<file path="config.mk">
export PLATFORM = sky130hd
export DESIGN_NAME = wb_dma_de_burst
export DESIGN_NICKNAME = d
export VERILOG_FILES = /design/src/rtl/wb_dma_de_burst.sv
export SDC_FILE = /design/constraint.sdc
export NUM_CORES = 1
export LEC_CHECK = 0
export ABC_CLOCK_PERIOD_IN_PS = 5050
export CELL_PAD_IN_SITES_DETAIL_PLACEMENT = 0
export CELL_PAD_IN_SITES_GLOBAL_PLACEMENT = 2
export CORE_ASPECT_RATIO = 2
export CORE_MARGIN = 8
export CORE_UTILIZATION = 41
export DETAILED_ROUTE_END_ITERATION = 7
export MAX_ROUTING_LAYER = met4
export PLACE_DENSITY_LB_ADDON = 0.15
export SYNTH_ARGS = -nofsm -noshare
export SYNTH_HDL_FRONTEND = slang
export SYNTH_SLANG_ARGS = --single-unit
</file>
<file path="constraint.sdc">
create_clock -name clk -period 5.05 [get_ports clk]
set_input_delay 1.01 -clock clk [delete_from_list [all_inputs] [get_ports clk]]
set_output_delay 1.01 -clock clk [all_outputs]
set_load 0.01 [all_outputs]
</file>
<file path="src/rtl/wb_dma_de_burst.sv">
// rtl/wb_dma_de_burst.sv - burst DMA data engine: reads a chunk into a buffer, writes it out, writes back.
// One channel transfer runs as READ/WRITE bursts separated by a one-cycle UPDATE write-back.
module wb_dma_de_burst #(
  parameter int AW    = 32,
  parameter int DW    = 32,
  parameter int TSZ_W = 12,
  parameter int BURST = 16
) (
  input  logic                     clk,
  input  logic                     rst,
  input  logic                     de_start,
  input  logic [$clog2(BURST)-1:0] chunk_sz,
  input  logic [TSZ_W-1:0]         txsz,
  input  logic [AW-1:0]            adr0,
  input  logic [AW-1:0]            adr1,
  input  logic                     inc_src,
  input  logic                     inc_dst,
  input  logic                     pause_req,
  input  logic                     dma_abort,
  output logic                     m_req,
  output logic                     m_we,
  output logic [AW-1:0]            m_adr,
  output logic [DW-1:0]            m_dout,
  input  logic [DW-1:0]            m_din,
  input  logic                     m_ack,
  output logic                     busy,
  output logic                     paused,
  output logic                     done,
  output logic                     abort_done,
  output logic [TSZ_W-1:0]         de_txsz,
  output logic [AW-1:0]            de_adr0,
  output logic [AW-1:0]            de_adr1,
  output logic                     de_txsz_we,
  output logic                     de_adr0_we,
  output logic                     de_adr1_we
);

  localparam int BW = $clog2(BURST);
  localparam int CW = BW + 1;
  localparam logic [AW-1:0] STEP = AW'(DW / 8);

  typedef enum logic [2:0] {S_IDLE, S_READ, S_WRITE, S_UPDATE, S_PAUSE} state_t;

  state_t            r_state, w_next;
  logic [AW-1:0]     r_sa, r_da;
  logic [TSZ_W-1:0]  r_rem;
  logic [CW-1:0]     r_n, r_chunk, r_idx;
  logic              r_full, r_abort_pend, r_done, r_abort_done;
  logic [DW-1:0]     r_buf [0:BURST-1];

  logic              w_beat, w_last;
  logic [TSZ_W-1:0]  w_rem_next;
  logic [CW-1:0]     w_start_chunk;

  function automatic logic [CW-1:0] f_min(input logic [CW-1:0] c, input logic [TSZ_W-1:0] r);
    if (r < TSZ_W'(c)) return CW'(r);
    return c;
  endfunction

  assign w_beat        = m_req & m_ack;
  assign w_last        = (r_idx == r_n - CW'(1));
  // A burst cut short by abort leaves the remaining size untouched.
  assign w_rem_next    = r_full ? r_rem - TSZ_W'(r_n) : r_rem;
  assign w_start_chunk = (chunk_sz == '0) ? CW'(BURST) : {1'b0, chunk_sz};

  assign m_req      = (r_state == S_READ) || (r_state == S_WRITE);
  assign m_we       = (r_state == S_WRITE);
  assign m_adr      = m_we ? r_da : ((r_state == S_READ) ? r_sa : '0);
  assign m_dout     = m_we ? r_buf[r_idx[BW-1:0]] : '0;
  assign busy       = (r_state != S_IDLE);
  assign paused     = (r_state == S_PAUSE);
  assign done       = r_done;
  assign abort_done = r_abort_done;
  assign de_txsz    = (r_state == S_UPDATE) ? w_rem_next : '0;
  assign de_adr0    = (r_state == S_UPDATE) ? r_sa : '0;
  assign de_adr1    = (r_state == S_UPDATE) ? r_da : '0;
  assign de_txsz_we = (r_state == S_UPDATE);
  assign de_adr0_we = (r_state == S_UPDATE);
  assign de_adr1_we = (r_state == S_UPDATE);

  always_comb begin
    w_next = r_state;
    case (r_state)
      S_IDLE:   if (de_start && (txsz != '0)) w_next = S_READ;
      S_READ: begin
        if (w_beat && r_abort_pend) w_next = S_UPDATE;
        else if (w_beat && w_last)  w_next = S_WRITE;
      end
      S_WRITE:  if (w_beat && (w_last || r_abort_pend)) w_next = S_UPDATE;
      S_UPDATE: begin
        if (r_abort_pend)             w_next = S_IDLE;
        else if (w_rem_next == '0)    w_next = S_IDLE;
        else if (pause_req)           w_next = S_PAUSE;
        else                          w_next = S_READ;
      end
      S_PAUSE: begin
        if (r_abort_pend)    w_next = S_IDLE;
        else if (!pause_req) w_next = S_READ;
      end
      default:  w_next = S_IDLE;
    endcase
  end

  always_ff @(posedge clk) begin
    if (rst) begin
      r_state      <= S_IDLE;
      r_sa         <= '0;
      r_da         <= '0;
      r_rem        <= '0;
      r_n          <= '0;
      r_chunk      <= '0;
      r_idx        <= '0;
      r_full       <= 1'b0;
      r_abort_pend <= 1'b0;
      r_done       <= 1'b0;
      r_abort_done <= 1'b0;
    end else begin
      r_state      <= w_next;
      r_done       <= 1'b0;
      r_abort_done <= 1'b0;
      r_abort_pend <= (r_state == S_IDLE) ? 1'b0 : (r_abort_pend | dma_abort);
      case (r_state)
        S_IDLE: begin
          if (de_start) begin
            r_rem   <= txsz;
            r_sa    <= adr0;
            r_da    <= adr1;
            r_chunk <= w_start_chunk;
            r_n     <= f_min(w_start_chunk, txsz);
            r_idx   <= '0;
            r_full  <= 1'b0;
            r_done  <= (txsz == '0);
          end
        end
        S_READ: begin
          if (w_beat) begin
            r_sa  <= r_sa + (inc_src ? STEP : '0);
            r_idx <= w_last ? '0 : r_idx + CW'(1);
          end
        end
        S_WRITE: begin
          if (w_beat) begin
            r_da   <= r_da + (inc_dst ? STEP : '0);
            r_idx  <= r_idx + CW'(1);
            r_full <= w_last;
          end
        end
        S_UPDATE: begin
          r_rem  <= w_rem_next;
          r_n    <= f_min(r_chunk, w_rem_next);
          r_idx  <= '0;
          r_full <= 1'b0;
          if (r_abort_pend)           r_abort_done <= 1'b1;
          else if (w_rem_next == '0)  r_done       <= 1'b1;
        end
        S_PAUSE: begin
          if (r_abort_pend) r_abort_done <= 1'b1;
        end
        default: ;
      endcase
    end
  end

  always_ff @(posedge clk) begin
    if ((r_state == S_READ) && w_beat) r_buf[r_idx[BW-1:0]] <= m_din;
  end

endmodule

</file>
# Yosys cells after proc, flatten, opt, wreduce, memory -nomap -nowiden
# Memory sizes are Yosys's and may differ from the RTL's. A register that Yosys moved wholly into a read port is not among the register bits.
# Index checks and enable logic that the tools add are counted.
dict set report op_classes {
  order_cmp 2
  reduce_logical 28
  n_bitwise 3
  n_addsub 5
  n_eq_ne 12
  mux 58
}
# op count
set op_table {}
lappend op_table {{$mux W32} 9}
lappend op_table {{$pmux W32 S2} 2}
lappend op_table {{$add A32 B3 Y32} 2}
lappend op_table {{$mux W5} 10}
lappend op_table {{$mux W12} 3}
lappend op_table {{$mux W3} 11}
lappend op_table {{$logic_not A12 Y1} 2}
lappend op_table {{$lt A12 B5 Y1} 2}
lappend op_table {{$pmux W12 S2} 1}
lappend op_table {{$pmux W5 S4} 1}
lappend op_table {{$mux W1} 15}
lappend op_table {{$pmux W3 S5} 1}
lappend op_table {{$reduce_bool A12 Y1} 1}
lappend op_table {{$sub A12 B5 Y12} 1}
lappend op_table {{$pmux W5 S2} 1}
lappend op_table {{$reduce_and A3 Y1} 3}
lappend op_table {{$mux W4} 2}
lappend op_table {{$reduce_and A4 Y1} 2}
lappend op_table {{$eq A3 B2 Y1 const B} 2}
lappend op_table {{$ne A2 B2 Y1 const B} 3}
lappend op_table {{$reduce_bool A2 Y1} 3}
lappend op_table {{$reduce_bool A3 Y1} 2}
lappend op_table {{$reduce_or A2 Y1} 3}
lappend op_table {{$add A5 B1 Y5 const B} 1}
lappend op_table {{other kinds (18)} 25}
dict set report word_totals {
  mem_bits_rw 512
  out_inout_bits 149
  ff_bits 98
  n_memories 1
  inputBits 120
}
# memory words word_bits rd rd_clocked_by_memory_dff write_ports line_no
set memory_table {}
lappend memory_table {r_buf 16 32 1 1 1 49} ;# logic [DW-1:0] r_buf [0:BURST-1];

# Logic depth before layout (Yosys ltp)
# Gate-level depths: netlist of run 1.
dict set report logic_depth {
  depth_word 10
  mapped_depth 11
  ltp_nobuf 11
}

# Worst setup path before layout of run 1
# OpenSTA, ideal clock, no wires.
dict set report synth_timing {
  path_type {register to register}
  startpoint {register r_state[1]}
  endpoint {memory r_buf[0][0], enable pin}
  path_slack_ns 0.644
  path_stages_with_launch 9
  setup_ns 0.461
  arrival_ns 3.945
  path_cell_list {dfxtp_1 -> clkbuf_1 -> nor2_1 -> and2_1 -> clkbuf_1 -> clkbuf_1 -> buf_1 -> nand3_1 -> nor3_1}
}
dict set report synth_between {
  elab_chain_len 6
  word_cells_on_any_way 7
}
# element line_no
set synth_lines {}
lappend synth_lines {{start: declaration} 44} ;# state_t r_state, w_next;
lappend synth_lines {{start signal: assignment} 118} ;# r_state <= w_next;
lappend synth_lines {{$eq A3 B1 Y1 or $eq A3 B2 Y1 (tied branches)} {66, 165}}
lappend synth_lines {{$logic_or A1 B1 Y1} 66} ;# assign m_req = (r_state == S_READ) || (r_state == S_WRITE);
lappend synth_lines {{$and A1 B1 Y1} 60} ;# assign w_beat = m_req & m_ack;
lappend synth_lines {{$logic_and A1 B1 Y1 *} 165} ;# if ((r_state == S_READ) && w_beat) r_buf[r_idx[BW-1:0]] <= m_din;
lappend synth_lines {{$mux W1 *} 165}
lappend synth_lines {{$mux W1 (implied by the code) *} 165}
lappend synth_lines {{end: declaration} 49}
# Every way passes the cells marked *; elsewhere a longest branch is shown, timed or not.

==> results of run 1 <==
[kinds of logic (layout without fill, tap and decap cells)]
logic type / Yosys count / count (layout) / share of synthesized area
compound gates: 294 / 294 / 0.0733
fa+ha+maj: 23 / 23 / 0.0111
xor+xnor: 17 / 17 / 0.00558
simple gates: 476 / 476 / 0.0925
mux: 175 / 175 / 0.141
flops: 614 / 614 / 0.653
other cells: 0 / 2 / 0
buf+inv: 157 / 441 / 0.0243
[cells in the mapped netlist (16+ instances only)]
library cell	number	area (um^2)
and2_1	96	601
mux4_2	160	3600
o21ai_0	59	295
nand2_1	99	372
nand4_1	26	163
buf_2	22	110
dfxtp_1	102	2040
nor2_1	118	443
inv_1	33	124
a21oi_1	71	355
nand3_1	31	155
clkbuf_1	80	300
edfxtp_1	512	15400
o22ai_1	16	100
a211oi_1	25	188
nor3_1	25	125
ha_1	22	275
a22o_1	26	228
[state kept, by name (all words and copies together), names as in the netlist, 3 cells and up, named ones only]
| name | count |
|---|---|
| r_buf | 512 |
| r_da | 32 |
| r_sa | 32 |
| r_rem | 12 |
| r_chunk | 5 |
| r_idx | 5 |
| r_n | 5 |
| r_state | 3 |
[where the power goes]
part / internal (mW) / switching (mW) / total (mW) / leakage, nW
clock network: 2.18 / 1.87 / 4.06 / 0.817
logic: 0.457 / 0.454 / 0.912 / 3.80
registers: 5.56 / 0.113 / 5.67 / 5.45
[layout make-up]
class                           count  share of cell area
Tap cell                          871              0.0338
Inverter                           34             0.00400
Antenna cell                        2            0.000155
Clock buffer                       63              0.0430
Timing Repair Buffer              310              0.0976
Clock inverter                     34             0.00970
Sequential cell                   614               0.541
Multi-Input combinational cell    985               0.271
[worst paths after layout]
| path | start | slack [ps] | cells past startpoint | end |
|---|---|---|---|---|
| hold reg to reg | r_da[1] | 470 | 2 | r_da[1] |
| setup / recovery | register | 650 | 5 | m_dout[13] |
| setup reg to reg | r_state[2] | 1470 | 6 | r_buf[15][6] |
| hold / removal | r_da[1] | 470 | 2 | r_da[1] |
[routing by layer]
metal	routed length (um)	global-route usage	share of wire	vias to the layer above
met3	4600	0.0319	0.060	106
met4	1540	0.0521	0.020	0
met5	0	-	0	-
met2	39600	0.368	0.52	561
met1	30600	0.254	0.40	8474
li1	-	-	-	7412
[worst max-delay path, delay by kind of cell, from the launching register on]
kind	cells	cell delay, ps
AND/OR/NAND/NOR	1	180
buffers and inverters	2	920
multiplexers	2	1070
flip-flops	1	530
==> flow_metrics.tcl, run 1 <==
set metrics [dict create \
    run_status "finished clean" \
    power_density_nw_per_um2 330 \
    ios 269 \
    crit_chain "buf_12 > mux4_2 > mux4_2 > and2_1 > clkdlybuf4s50_1" \
    vias 16600 \
    cts_made_buffers 54 \
    final_common_cell "edfxtp_1" \
    fin_nets 2142 \
    insertion_delay_ps 610 \
    wl_per_cell_um 26.2 \
    grt_max_degree 68 \
    area.sequential_um2 17400 \
    fin_util 0.499 \
    drive_gt1_frac 0.158 \
    syn2layout_area_growth_pct 20.8 \
    final_cell_count_no_fill 2913 \
    rsz0062_at_grt "false" \
    stdcell_area_um2 32200 \
    worst_slack_ps 648 \
    drt_wl_total_mm 76.4 \
    cpMostUsedCell "mux4_2" \
    die_h_um 377 \
    drtPass1Iterations 7 \
    cts_tree "done" \
    pre_cts_slack_ps 1040 \
    placed_cells 2814 \
    finalHoldViolCount 0 \
    ir_drop_mv 0.338 \
    syn_inst 1756 \
    drcViolationCount 0 \
    synth.distinct_cells 74 \
    synth_edf_count 512 \
    dp_hpwl_mm 48.0 \
    die_area_um2 74000 \
    setup_viol 0 \
    crit_path_end_kind "output pin" \
    path_clk_slew_ps 70 \
    cts_setup_buffers 0 \
    grt_antenna_before_repair 4 \
    ys_warn_count 0 \
    clock_skew_ps 31.3 \
    final_max_slew_viol_count 0 \
    async_flop_share 0 \
    hold_class "reg2reg" \
    cts_resized 0 \
    syn_nets 1899 \
    start_kind "register" \
    slew-limit-headroom 0.308 \
    arrival_ps 3390 \
    critPathKind "reg2out" \
    core_area_um2 64600 \
    postRouteAntennaNets 0 \
    critical-path-slowest-cell "mux4_2" \
    place_area_um2 30500 \
    grt_pass1_wl_mm 114 \
    fillers 5557 \
    avgSynthCellArea_um2 15.2 \
    finalPower_mw 10.6 \
    fmax_mhz 227 \
    max_cap_viol_count 0 \
    die_w_um 196 \
    final_cell_mix "edfxtp_1, clkdlybuf4s50_1, mux4_2" \
    multi_input_area_um2 8750 \
    first_iter_violations 1236 \
    cts-root-buf "clkbuf_16" \
    critPathMaxStageDelay_ps 580 \
    period_needed_ps 4400 \
    grt_pass1_vias 17200 \
    hold_buffers 0 \
    start_util 0.413 \
    num_rows 132 \
    fin_tns_setup_ps 0 \
    fin_crit_sh 0.872 \
    clock_sinks 614 \
    synth_area_um2 26700 \
    synth-seq-area-share 0.653 \
    port_buffers 268 \
    grt_use_total 0.211 \
    worst_pin_slew_ps 1040 \
    synth.ff_latch_count 614 \
    p_leak_nw 10.1 \
    htreeDepth 2 \
    gp_congestion 0.795 \
    cts_buffer_depth 3 \
    synth_ff_type "edfxtp_1" \
    cp.required_ps 4040 \
    overflow 0 \
    vias_per_cell 5.68 \
    cp_max_fo 60 \
    worst_hold_slack_ps 465 \
]
Power figures use the tool's default switching activity.
==> run 2, diff against run 1 <==
Settings changed: CELL_PAD_IN_SITES_DETAIL_PLACEMENT 0 to 1, SLEW_MARGIN set to 20.
==> run 2 against run 1 <==
Effect of this change:
- fmax fell by 0.44%
- clock skew fell by 15 ps
- via count rose by 1.1%
- setup slack got worse by 19 ps
- sequential power barely moved
- non-clock buffer count did not move
- utilization rose by 0.32 points
- hold slack improved by 4.1 ps
- first-iteration DRC count fell by 28%
- register-to-register slack got worse by 20 ps
- critical path type unchanged
- die area did not move
==> flow_metrics.tcl, run 2 (synthesized netlist as in run 1, its figures left out) <==
set metrics [dict create \
    run_status "finished clean" \
    fmax_mhz 226 \
    htreeDepth 2 \
    start_util 0.413 \
    core_area_um2 64600 \
    vias_per_cell 5.73 \
    seqPwrFrac 0.514 \
    clock_skew_ps 16.7 \
    die_w_um 196 \
    die_h_um 377 \
    vias 16700 \
    finalPower_mw 11.0 \
    first_iter_violations 889 \
    cp.required_ps 4040 \
    drt_wl_total_mm 79.7 \
    grt_pass1_wl_mm 119 \
    insertion_delay_ps 600 \
    p_sw_mw 2.51 \
    hold_class "reg2reg" \
    path_clk_slew_ps 70 \
    ir_drop_mv 0.354 \
    worst_hold_slack_ps 469 \
    hold_buffers 0 \
    place_area_um2 30500 \
    num_rows 132 \
    cts_resized 0 \
    largest_register_ffs 512 \
    cp_max_fo 60 \
    fin_tns_setup_ps 0 \
    stdcell_area_um2 32400 \
    dp_hpwl_mm 50.6 \
    grt_max_degree 68 \
    die_area_um2 74000 \
    cts_setup_buffers 0 \
    finalHoldViolCount 0 \
    port_buffers 268 \
    final_common_cell "edfxtp_1" \
    setup_viol 0 \
    drtPass1Iterations 5 \
    crit_path_end_kind "output pin" \
    gp_congestion 0.795 \
    final_max_slew_viol_count 0 \
    combPwrFrac 0.083 \
    area.sequential_um2 17400 \
    critPathKind "reg2out" \
    worst_pin_slew_ps 1030 \
    postRouteAntennaNets 0 \
    fin_util 0.502 \
    drive_gt1_frac 0.165 \
    clock_sinks 614 \
    arrival_ps 3410 \
    start_kind "register" \
    fin_nets 2143 \
    power_frac_clock 0.403 \
    final_cell_mix "edfxtp_1, clkdlybuf4s50_1, mux4_2" \
    p_leak_nw 10.2 \
    cts_tree "done" \
    slew-limit-headroom 0.311 \
    ios 269 \
    intPower_mw 8.52 \
    syn2layout_area_growth_pct 21.6 \
    swShare 0.228 \
    power_density_nw_per_um2 340 \
    wl_per_cell_um 27.3 \
    grt_antenna_before_repair 5 \
    cts_made_buffers 55 \
    period_needed_ps 4420 \
    cts-root-buf "clkbuf_16" \
    multi_input_area_um2 8750 \
    rsz0062_at_grt "false" \
    cts_buffer_depth 3 \
    fillers 6229 \
    fin_crit_sh 0.876 \
    max_cap_viol_count 0 \
    drcViolationCount 0 \
    grt_pass1_vias 18100 \
    grt_use_total 0.220 \
    overflow 0 \
]
[run 2: cell count changes in the layout (fill, tap and decap cells not counted), sizes merged]
| cell | before | now |
|---|---|---|
| clkinv | 25 | 18 |
| bufinv | 4 | 9 |
| clkinvlp | 3 | 7 |
| inv | 36 | 39 |
| diode | 2 | 4 |
| clkbuf | 63 | 62 |
[run 2: worst max-delay path, cell delays in order (launching register included)]
cell and delay [ps]:
dfxtp_4 520, buf_12 440, mux4_2 580, mux4_2 480
and2_1 210, clkdlybuf4s50_1 490
[run 2: worst paths after layout]
check / from / end / slack (ps) / depth (start not counted)
min reg2reg: r_da[1] / r_da[1] / 470 / 2
min: r_da[1] / r_da[1] / 470 / 2
max: register / m_dout[16] / 630 / 5
max reg2reg: r_state[2] / r_buf[15][6] / 1450 / 6
[run 2: layout make-up]
cell class                 instances  share of cell area
sequential                       614               0.537
timing repair buffer             310              0.0969
tap                              871              0.0336
antenna                            4            0.000309
multi-input combinational        985               0.270
clock buffer                      62              0.0435
inverter                          34             0.00397
clock inverter                    39              0.0150
[run 2: metal layers]
| layer | part of all wire | GRT usage |
|---|---|---|
| met5 | 0 | - |
| met4 | 0.022 | 0.0587 |
| met3 | 0.051 | 0.0350 |
| met2 | 0.52 | 0.386 |
| met1 | 0.40 | 0.261 |
[run 2: through the flow]
| stage | setup WS, ps | cells |
|---|---|---|
| after floorplan | 644 | 1756 |
| after global placement | 1100 | 2814 |
| after detailed placement | 1080 | 2814 |
| after CTS | 545 | 2915 |
| after global routing | 423 | 2918 |
| final | 628 | 2919 |
[run 2: power by group through the flow]
stage / Combinational [mW] / Sequential, mW / Clock, mW
global route: 1.01 / 5.68 / 4.70
finish: 0.920 / 5.67 / 4.44
CTS: 0.939 / 5.67 / 4.56
floorplan: 0.612 / 5.71 / 0
detailed placement: 0.936 / 5.78 / 0
global placement: 0.914 / 5.78 / 0
==> run 3, diff against run 2 <==
Settings changed: CORE_UTILIZATION 41 to 43, CTS_BUF_LIST set to sky130_fd_sc_hd__clkbuf_2.
==> run 3 against run 2 <==
Effect of this change:
- sequential cell count stayed put
- sequential share of layout area is 0.99 points higher
- register-to-register slack better by 250 ps
- sequential power hardly changed
- critical endpoint is now de_txsz[6]
==> flow_metrics.tcl, run 3 (synthesized netlist as in run 1, its figures left out) <==
set metrics [dict create \
    largest_register_ffs 512 \
    grt_antenna_before_repair 7 \
    num_rows 129 \
    grt_use_total 0.232 \
    dp_hpwl_mm 51.1 \
    final_max_slew_viol_count 0 \
    fin_nets 2233 \
    arrival_ps 3710 \
    first_iter_violations 935 \
    drive_gt1_frac 0.219 \
    p_leak_nw 10.3 \
    cts_made_buffers 139 \
    ios 269 \
    cp-startpoint "r_n[2]" \
    pre_cts_slack_ps 1050 \
    fin_util 0.517 \
    core_area_um2 61700 \
    gp_congestion 0.801 \
    min_from "rst" \
    cp.required_ps 4040 \
    fmax_mhz 212 \
    crit_path_end_kind "output pin" \
    max_cap_viol_count 0 \
    cts_tree "done" \
    ir_drop_mv 0.223 \
    crit_buf_inv 3 \
    grt_pass1_vias 18700 \
    worst_slack_ps 328 \
    slew-limit-headroom 0.317 \
    rr_worst_depth 10 \
    hold_class "in2reg" \
    drcViolationCount 0 \
    setup_viol 0 \
    drtPass1Iterations 5 \
    vias 17200 \
    grtUsageMet3 0.0511 \
    die_h_um 368 \
    crit_chain "inv_1 > ha_2 > nor2b_1 > o31a_1 > buf_4 > nor3b_4 > xor2_2 > and2_1 > clkdlybuf4s50_1" \
    critical-path-slowest-cell "clkdlybuf4s50_1" \
    final_cell_mix "edfxtp_1, clkdlybuf4s50_1, clkbuf_2" \
    start_util 0.433 \
    final_common_cell "edfxtp_1" \
    htreeDepth 4 \
    crit_cells 9 \
    cp_max_fo 5 \
    rsz0062_at_grt "false" \
    worst_pin_slew_ps 1020 \
    clock_skew_ps 44.0 \
    top_usage_layer "met2" \
    critPathKind "reg2out" \
    critPathTopFamily "buffers and inverters" \
    wl_per_cell_um 26.9 \
    cts_buffer_depth 3 \
    vias_per_cell 5.76 \
    die_w_um 192 \
    grt_max_degree 68 \
    run_status "finished clean" \
    fin_crit_sh 0.935 \
    start_kind "register" \
    overflow 0 \
    path_clk_slew_ps 120 \
    drt_wl_total_mm 80.4 \
    die_area_um2 70800 \
    finalHoldViolCount 0 \
    insertion_delay_ps 1150 \
    gr-usage-met2 0.402 \
    reg2reg_from "r_rem[0]" \
    finalPower_mw 9.74 \
    min_path_cells 2 \
    postRouteAntennaNets 0 \
    met1_usage 0.263 \
    port_buffers 268 \
    syn2layout_area_growth_pct 19.4 \
    grt_pass1_wl_mm 119 \
    clock_sinks 614 \
    period_needed_ps 4720 \
    critPathMaxStageDelay_ps 540 \
    power_density_nw_per_um2 306 \
    cts-root-buf "clkbuf_2" \
    fin_tns_setup_ps 0 \
]
## run 3: final timing paths
kind	endpoint	slack, ps
worst min-delay path	r_rem[8]	340
worst min register to register	r_da[0]	480
worst max-delay path	de_txsz[6]	330
worst max register to register	r_n[3]	1700
## run 3: metal layers
metal | share of wire | wire (um)
met5 | 0 | 0
met4 | 0.027 | 2130
met3 | 0.060 | 4800
met2 | 0.52 | 41900
met1 | 0.39 | 31600
## run 3: timing repair
item | 4_1_cts | 5_1_grt
setup buffers | 6 | 1
hold buffers | 0 | 0
gates resized for setup | 7 | 7
pin swaps | 1 | 1
gates cloned | 0 | 0
setup endpoints to repair | 97 | 61
## run 3: report_power, final
| part | internal, mW | switching [mW] | total (mW) |
|---|---|---|---|
| logic | 0.473 | 0.477 | 0.950 |
| registers | 5.55 | 0.112 | 5.67 |
| clock network | 1.16 | 1.96 | 3.12 |
| total | 7.19 | 2.55 | 9.74 |
## run 3: final cells by class
| cell class | count | area [um^2] |
|---|---|---|
| diodes | 8 | 20.0 |
| clock buffers | 198 | 991 |
| clock inverters | 46 | 254 |
| fillers | 6070 | 29800 |
| inverters | 34 | 129 |
| multi-input cells | 985 | 8790 |
| flip-flops and latches | 614 | 17400 |
| well taps | 786 | 983 |
| repair buffers | 316 | 3270 |
## run 3: through the flow
step                area [um^2]  cells  hold WS [ps]
CTS                       31800   2978           107
global route              31900   2986           161
detailed placement        30500   2728           467
global placement          30500   2728           452
finish                    31900   2987           337
floorplan                 26700   1756           441
## run 3: worst register-to-register path, delay by kind of cell, from the launching register on
| kind | cells | cell delay (ps) |
|---|---|---|
| buffers and inverters | 1 | 60 |
| AOI/OAI and AO/OA | 6 | 1830 |
| DFF | 1 | 380 |
| adders and majority gates | 3 | 1020 |
